===== src/rtl/if_stage_pkg.sv =====
// Shared MIPS32 pipeline definitions: word widths, reset/NOP constants and the
// fetch FSM encoding used by the IF, ctrl, ROM and ID stages.
package if_stage_pkg;

  localparam int          XLEN      = 32;
  localparam logic [31:0] ZERO_WORD = 32'h0000_0000;
  localparam logic [31:0] NOP_INST  = 32'h0000_0000;
  localparam logic [31:0] RESET_PC  = 32'h0000_0000;

  typedef enum logic {
    IDLE = 1'b0,
    RUN  = 1'b1
  } fetch_state_e;

  // Sequential fetch address; wraps modulo 2^32 by construction.
  function automatic logic [31:0] next_seq_pc(input logic [31:0] pc, input logic [31:0] step);
    return pc + step;
  endfunction

endpackage


===== src/rtl/if_stage_if_id_reg.sv =====
// IF/ID style pipeline register: clears on reset/flush, inserts a bubble when
// the upstream stage stalls alone, holds when the downstream stage stalls.
module if_id_reg
  import if_stage_pkg::*;
#(
  parameter int W = XLEN
) (
  input  logic         clk,
  input  logic         i_rst,
  input  logic         i_flush,
  input  logic         i_stall_if,
  input  logic         i_stall_id,
  input  logic [W-1:0] i_pc,
  input  logic [W-1:0] i_inst,
  output logic [W-1:0] o_pc,
  output logic [W-1:0] o_inst
);

  logic [W-1:0] r_pc;
  logic [W-1:0] r_inst;

  // Flush beats stall; a lone upstream stall must not duplicate an instruction.
  always_ff @(posedge clk) begin
    if (i_rst || i_flush) begin
      r_pc   <= {W{1'b0}};
      r_inst <= {W{1'b0}};
    end else if (i_stall_if && !i_stall_id) begin
      r_pc   <= {W{1'b0}};
      r_inst <= {W{1'b0}};
    end else if (i_stall_id) begin
      r_pc   <= r_pc;
      r_inst <= r_inst;
    end else begin
      r_pc   <= i_pc;
      r_inst <= i_inst;
    end
  end

  assign o_pc   = r_pc;
  assign o_inst = r_inst;

endmodule


===== src/rtl/if_stage.sv =====
// MIPS32 instruction-fetch stage: PC generation with flush/stall/branch
// redirect, ROM chip-enable, and the IF/ID pipeline register.
module if_stage
  import if_stage_pkg::*;
#(
  parameter logic [31:0] RESET_PC = if_stage_pkg::RESET_PC,
  parameter int unsigned PC_STEP  = 4
) (
  input  logic        clk,
  input  logic        rst,
  input  logic        stall_if,
  input  logic        stall_id,
  input  logic        flush,
  input  logic [31:0] new_pc,
  input  logic        branch_flag_i,
  input  logic [31:0] branch_target_addr_i,
  input  logic [31:0] rom_inst_i,
  output logic [31:0] pc,
  output logic        ce,
  output logic [31:0] id_pc,
  output logic [31:0] id_inst
);

  fetch_state_e r_state;
  logic [31:0]  r_pc;
  logic         r_ce;
  logic [31:0]  w_fetch_inst;

  // IDLE spends one cycle with ce low so the first real fetch is RESET_PC.
  always_ff @(posedge clk) begin
    if (rst) begin
      r_state <= IDLE;
      r_ce    <= 1'b0;
      r_pc    <= RESET_PC;
    end else begin
      case (r_state)
        IDLE: begin
          r_state <= RUN;
          r_ce    <= 1'b1;
          r_pc    <= r_pc;
        end
        RUN: begin
          r_state <= RUN;
          r_ce    <= 1'b1;
          // A branch arriving during stall_if is dropped; ctrl never asserts both.
          if (flush) begin
            r_pc <= new_pc;
          end else if (stall_if) begin
            r_pc <= r_pc;
          end else if (branch_flag_i) begin
            r_pc <= branch_target_addr_i;
          end else begin
            r_pc <= next_seq_pc(r_pc, 32'(PC_STEP));
          end
        end
        default: begin
          r_state <= IDLE;
          r_ce    <= 1'b0;
          r_pc    <= RESET_PC;
        end
      endcase
    end
  end

  assign w_fetch_inst = r_ce ? rom_inst_i : NOP_INST;

  if_id_reg #(.W(XLEN)) u_if_id_reg (
    .clk       (clk),
    .i_rst     (rst),
    .i_flush   (flush),
    .i_stall_if(stall_if),
    .i_stall_id(stall_id),
    .i_pc      (r_pc),
    .i_inst    (w_fetch_inst),
    .o_pc      (id_pc),
    .o_inst    (id_inst)
  );

  assign pc = r_pc;
  assign ce = r_ce;

endmodule


===== config.mk =====
export PLATFORM = sky130hd
export DESIGN_NAME = if_stage
export DESIGN_NICKNAME = d
export VERILOG_FILES = /design/src/rtl/if_stage_pkg.sv /design/src/rtl/if_stage_if_id_reg.sv /design/src/rtl/if_stage.sv
export SDC_FILE = /design/constraint.sdc
export NUM_CORES = 1
export LEC_CHECK = 0
export ABC_AREA = 1
export BUFFER_PORTS_ARGS = -buffer_cell sky130_fd_sc_hd__buf_2
export CAP_MARGIN = 20
export CORE_MARGIN = 2
export CORE_UTILIZATION = 54
export DETAILED_ROUTE_END_ITERATION = 10
export MAX_ROUTING_LAYER = met4
export PLACE_DENSITY_LB_ADDON = 0.08
export RECOVER_POWER = 50
export REMOVE_ABC_BUFFERS = 1
export SETUP_SLACK_MARGIN = 0.4
export SLEW_MARGIN = 20
export SYNTH_ARGS = -nofsm -noshare
export SYNTH_HDL_FRONTEND = slang
export SYNTH_HIERARCHICAL = 1
export SYNTH_SLANG_ARGS = --single-unit

===== constraint.sdc =====
create_clock -name clk -period 2.9 [get_ports clk]
set_clock_uncertainty 0.05 [all_clocks]
set_input_delay 0.145 -clock clk [delete_from_list [all_inputs] [get_ports clk]]
set_output_delay 0.145 -clock clk [all_outputs]
set_load 0.02 [all_outputs]

After elaboration in Yosys (flattened, before gate mapping)
Cells that the tools add are included.
{"block": "classes", "add_sub_neg": 1, "n_eq_ne": 1, "n_mux": 6, "reduce_logical": 5}
{"cell": "2-to-1 mux 32 bit", "n": 5}
{"cell": "adder 32 x 3 -> 32 bit (second input constant)", "n": 1}
{"cell": "!= test 3 bit (second input constant)", "n": 1}
{"cell": "AND reduction 2 bit", "n": 1}
{"cell": "OR reduction 2 bit", "n": 1}
{"cell": "logical AND 1 bit", "n": 1}
{"cell": "logical NOT 1 bit", "n": 1}
{"cell": "logical OR 1 bit", "n": 1}
{"cell": "2-to-1 mux 1 bit", "n": 1}
{"block": "totals", "register_bits": 97, "inputBits": 102, "word_cells": 17}

Depth between registers and ports, before layout
{"block": "depth", "word_depth": 5, "mapped_depth": 10, "ltp_nobuf": 9}

Cells and area by module
The synthesis kept the hierarchy.
{"module": "if_id_reg", "instances": 1, "cells_per_inst": 472, "area_each_um2": 2890.3, "seq_area_each_um2": 1281.2}
{"module": "if_stage", "instances": 1, "cells_per_inst": 440, "area_each_um2": 2708.8, "seq_area_each_um2": 660.6}

Worst setup path after synthesis
No wires, ideal clock.
{"block": "synth_path", "path_type": "flip-flop to flip-flop", "start": "register r_pc[3], in the netlist pc[3]", "end": "register r_pc[26], in the netlist pc[26]", "setup_time_ns": 0.125, "arrival_time_ns": 1.452, "setup_slack_ns": 1.273, "path_stages_with_launch": 9, "n_path_buf": 0, "cell_sequence": "dfxtp_1 ha_1 nand2_2 nor2_8 nand2_8 nor2_8 nand3_1 nand3_2 a21oi_2"}
{"block": "synth_via", "elab_chain_len": 5}
{"item": "start, declared", "line": "if_stage.sv:25", "text": "logic [31:0] r_pc;"}
{"item": "start signal, assigned", "line": "if_stage.sv:40", "text": "r_pc <= r_pc;"}
{"item": "start signal, assigned", "line": "if_stage.sv:47", "text": "r_pc <= new_pc;"}
{"item": "start signal, assigned", "line": "if_stage.sv:49", "text": "r_pc <= r_pc;"}
{"item": "adder 32 x 3 -> 32 bit", "line": "if_stage_pkg.sv:17", "text": "return pc + step;"}
{"item": "2-to-1 mux 32 bit", "line": "if_stage.sv:50", "text": "end else if (branch_flag_i) begin"}
{"item": "2-to-1 mux 32 bit", "line": "if_stage.sv:48", "text": "end else if (stall_if) begin"}
{"item": "2-to-1 mux 32 bit", "line": "if_stage.sv:46", "text": "if (flush) begin"}
{"item": "2-to-1 mux 32 bit", "line": "if_stage.sv:36", "text": "case (r_state)"}
Every way passes these cells. The select of a mux whose other input is x is not followed.
A chain may end at the register's enable or synchronous reset.

==> out/metrics.sh <==
STATUS='completed'
AREA_GROWTH_SYN_TO_LAYOUT_PCT=20.38
GRT_OVERFLOW=0
TIMING.CRITICAL_PATH.MODE_CELL='nand2_1'
WORST_HOLD_SLACK_NS=0.01344
TIMING.FINAL.MAX_SLEW_VIOLATIONS=0
GPL.FINAL_WEIGHTED_CONGESTION=0.8524
NUM_IO_PINS=199
R2R.WORST_PATH.CELLS=7
NUMBER_OF_ANTENNA_VIOLATIONS_AT_THE_FIRST_CHECK_IN_GLOBAL_ROUTING=0
POWER_SWITCHING_uW=863.0
FINAL.SETUP.TNS_NS=0
POST-LAYOUT-TOTAL-POWER_uW=2828
START_KIND='flop'
WORST-SLEW-PIN-TRANSITION_NS=1.068
END_KIND='flop'
VIAS=5716
N_ANTENNA_CELL=0
WIRE_LENGTH_OF_THE_FIRST_GLOBAL_ROUTING_PASS_MM=23.44
NUMBER_OF_GATES_RESIZED_AFTER_CTS=0
INTPOWER_uW=1965
IR_WORST_VDD_mV=0.3035
FIRST_GLOBAL_VIAS=5279
CLOCKROOTBUFFER='clkbuf_8'
DIE_OUTLINE_HEIGHT_UM=105.8
TIMING.CRITICAL_PATH.SLOWEST_CELL_DELAY_NS=0.58
FLOORPLAN.INITIALDENSITY=0.5498
DETAIL_ROUTE.DRC_VIOLATIONS=0
BUFFER_PORTS.INSERTED=198
SYNTH_AREA_UM2=5599
VIASPERCELL=4.625
TRITONCTS='yes'
NETSWITCHINGFRACTION=0.3051
DETAIL_ROUTE.ITER0.VIOLATIONS=347
SYNTH_AREA_PER_CELL_UM2=6.139
WORSTHOLDSTART='branch_target_addr_i[12]'
CP_MAX_FO=34
NETLIST_TOP_CELLS_AREA='dfxtp_1, nor2_1, inv_1'
CLOCK.FMAX_MHz=440.2
FP.COREAREA_UM2=10180
HOLD_CLASS='input port to flop'
PLACEMENT_ROWS=37
LAUNCH_POINT_OF_THE_WORST_REG_TO_REG_PATH='ce'
HPWLAFTERDP_MM=10.09
BUFS_ON_LONGEST_CLOCK_PATH=2
YOSYS.CELL_TYPES.COUNT=31
POWER_FRAC_COMB=0.166
SYNTHCELLS=912
WORST_EP_ARRIVAL_TIME_NS=2.47
PATH_CELLS='nand2_1 -> buf_4 -> inv_2 -> nand2_1 -> o211ai_1 -> a31oi_1 -> dlygate4sd3_1'
CRITICALPATHCATEGORY='flop to flop'
RATIO_OF_CELLS_WITH_DRIVE_ABOVE_1_IN_THE_FINAL_LAYOUT=0.1473
INSTANCES_NO_FILL=1236
WHS_PATH_DEPTH=3
CTS-BUFFERS-INSERTED=9
CRITICAL_PATH.SLOWEST_CELL='dlygate4sd3_1'
CAP_VIOLATIONS=0
GRT_SETUP_UNREPAIRED='no'
ANTENNA_VIOLATING_NETS_POST_ROUTE=0
ROUTED_WL_MM=14.01
FIRSTDRTPASSITERS=4
YOSYSSEQAREASHARE=0.3468
CTS_NUM_SINKS=97
POWER.STATIC_LEAKAGE_uW=0.003501
LAYOUT_WORST_PATH_CYCLE_SHARE=0.7834
SEQ_POWER_SHARE=0.512
POSTSYNTHREGISTERBITS=97
PLACEDCELLCOUNT=1214
POWER_FRAC_CLOCK=0.322
AVGROUTEDWIREPERCELL_UM=11.34
AREA_SHARE_OF_THE_LEADING_CELL_TYPE_IN_THE_SYNTHESIZED_NETLIST=0.3468
R2R_SLACK_NS=0.63
HORIZONTAL_EXTENT_OF_THE_DIE_UM=105.8
YOSYS.AREA.TOP_TYPE='dfxtp_1'
WORST_EP_REQUIRED_TIME_NS=3.10
POWER_PER_CELL_AREA_nW_PER_UM2=419.6
DIE_AREA_UM2=11200
PIN_COUNT_OF_THE_BIGGEST_NET_ENTERING_GLOBAL_ROUTING=48
CRIT-REG2REG-CAPTURE='pc[5]'
FINAL_HOLD_VIOL_COUNT=0
H-TREE-DEPTH=3
YOSYSWARNINGCOUNT=6
SETUP_VIOL=0
POST_LAYOUT_MINIMUM_CYCLE_TIME_NS=2.272
CAPTURE_ENDPOINT_OF_THE_WORST_HOLD_PATH='pc[12]'
CLOCK_LATENCY_NS=0.36
DESIGN.FINAL.NETS=1198
FINAL.FILL_COUNT=1086
GLOBAL_ROUTE.USAGE.TOTAL=0.2580
CTS_HOLD_BUFFERS=6
POSTCTSSETUPBUFFERS=0
MAX-SLEW-MARGIN-REL=0.2865
CLK_TRANSITION_REPORTED_PATHS_NS=0.10
==> power groups by stage <==
| stage | combinational [µW] | clock, µW | sequential, µW |
|---|---|---|---|
| 2_1_floorplan | 202 | 0 | 1520 |
| 3_3_place_gp | 468 | 0 | 1480 |
| 3_5_place_dp | 473 | 0 | 1480 |
| 4_1_cts | 482 | 928 | 1450 |
| 5_1_grt | 527 | 975 | 1460 |
| 6_report | 469 | 911 | 1450 |
==> cell usage in the layout (no fill, tap or decap), types with 3 or more instances in the layout <==
cell type	netlist	layout
a21oi_1	29	29
a221oi_1	22	22
a22oi_1	4	4
a31oi_1	5	5
and2_1	3	3
buf_2	13	106
buf_4	9	10
clkbuf_1	13	92
clkbuf_8	0	9
dfxtp_1	97	97
dlygate4sd3_1	0	6
inv_1	187	187
nand2_1	186	186
nand2_2	5	5
nand3_1	35	35
nor2_1	227	226
nor2_2	5	6
nor2_4	7	7
o211ai_1	3	3
o21ai_0	29	29
o21bai_1	6	6
xnor2_1	3	3
==> per-stage QoR <==
step / utilization / cell area, µm² / worst slack (ns)
floorplan: - / 5339 / 0.4464
global placement: 0.6475 / 6595 / 0.9374
detailed placement: 0.6475 / 6595 / 0.9328
CTS: 0.6732 / 6857 / 0.7020
global route: 0.6618 / 6740 / 0.4895
finish: 0.6618 / 6740 / 0.6282
==> worst max-delay path: cells and delay by family, from the launching register on <==
family                 cells  cell delay [ns]
AOI/OAI and AO/OA          2             0.26
buffers and inverters      3             1.24
DFF                        1             0.35
and+or+nand+nor            2             0.25
==> layer usage <==
| metal | GRT usage | routed length, µm |
|---|---|---|
| met3 | 0.04020 | 831 |
| met1 | 0.3238 | 6518 |
| met5 | - | 0 |
| met4 | 0.06485 | 173 |
| met2 | 0.4359 | 6490 |
==> layout make-up <==
class                           instances  area (µm²)  area share
Sequential cell                        97        1942      0.2881
Clock buffer                           10       127.6     0.01893
Timing Repair Buffer                  214        1027      0.1524
Clock inverter                          6       73.82     0.01095
Multi-Input combinational cell        584        2690      0.3991
Inverter                              189       709.4      0.1053
Tap cell                              136       170.2     0.02525
==> how the worst max path moves through the flow <==
stage,slack [ns],cells past startpoint,startpoint,to
3_5_place_dp,0.93,9,flush,pc[5]
6_report,0.63,7,ce,pc[5]
2_1_floorplan,0.45,5,ce,pc[5]
5_1_grt,0.49,7,ce,pc[5]
3_3_place_gp,0.94,9,flush,pc[5]
4_1_cts,0.70,7,ce,pc[5]
==> state kept, by name (all words and copies together), names as in the netlist <==
name	flops
ce	1
u_if_id_reg/o_inst	32
pc	32
u_if_id_reg/o_pc	32
==> logic make-up after synthesis <==
group / count (synthesis) / share of synthesized area
buf+inv: 231 / 0.1732
xor+xnor: 3 / 0.004694
compound gates: 102 / 0.1142
fa+ha+maj: 1 / 0.002234
simple gates: 478 / 0.3589
flops: 97 / 0.3468
==> synth_stat cells (all sizes together) <==
cell type and n:
buf 29, nand3b 2, xnor2 3, o21ai 31
and2 3, nand2 194, inv 189, nor2 241
or2 1, clkbuf 13, a221oi 22, o21bai 6
a21oi 31, nand3 37, a22oi 4, o211ai 3
dfxtp 97, a31oi 5, ha 1
No activity file was read; power rests on OpenSTA's default activity.
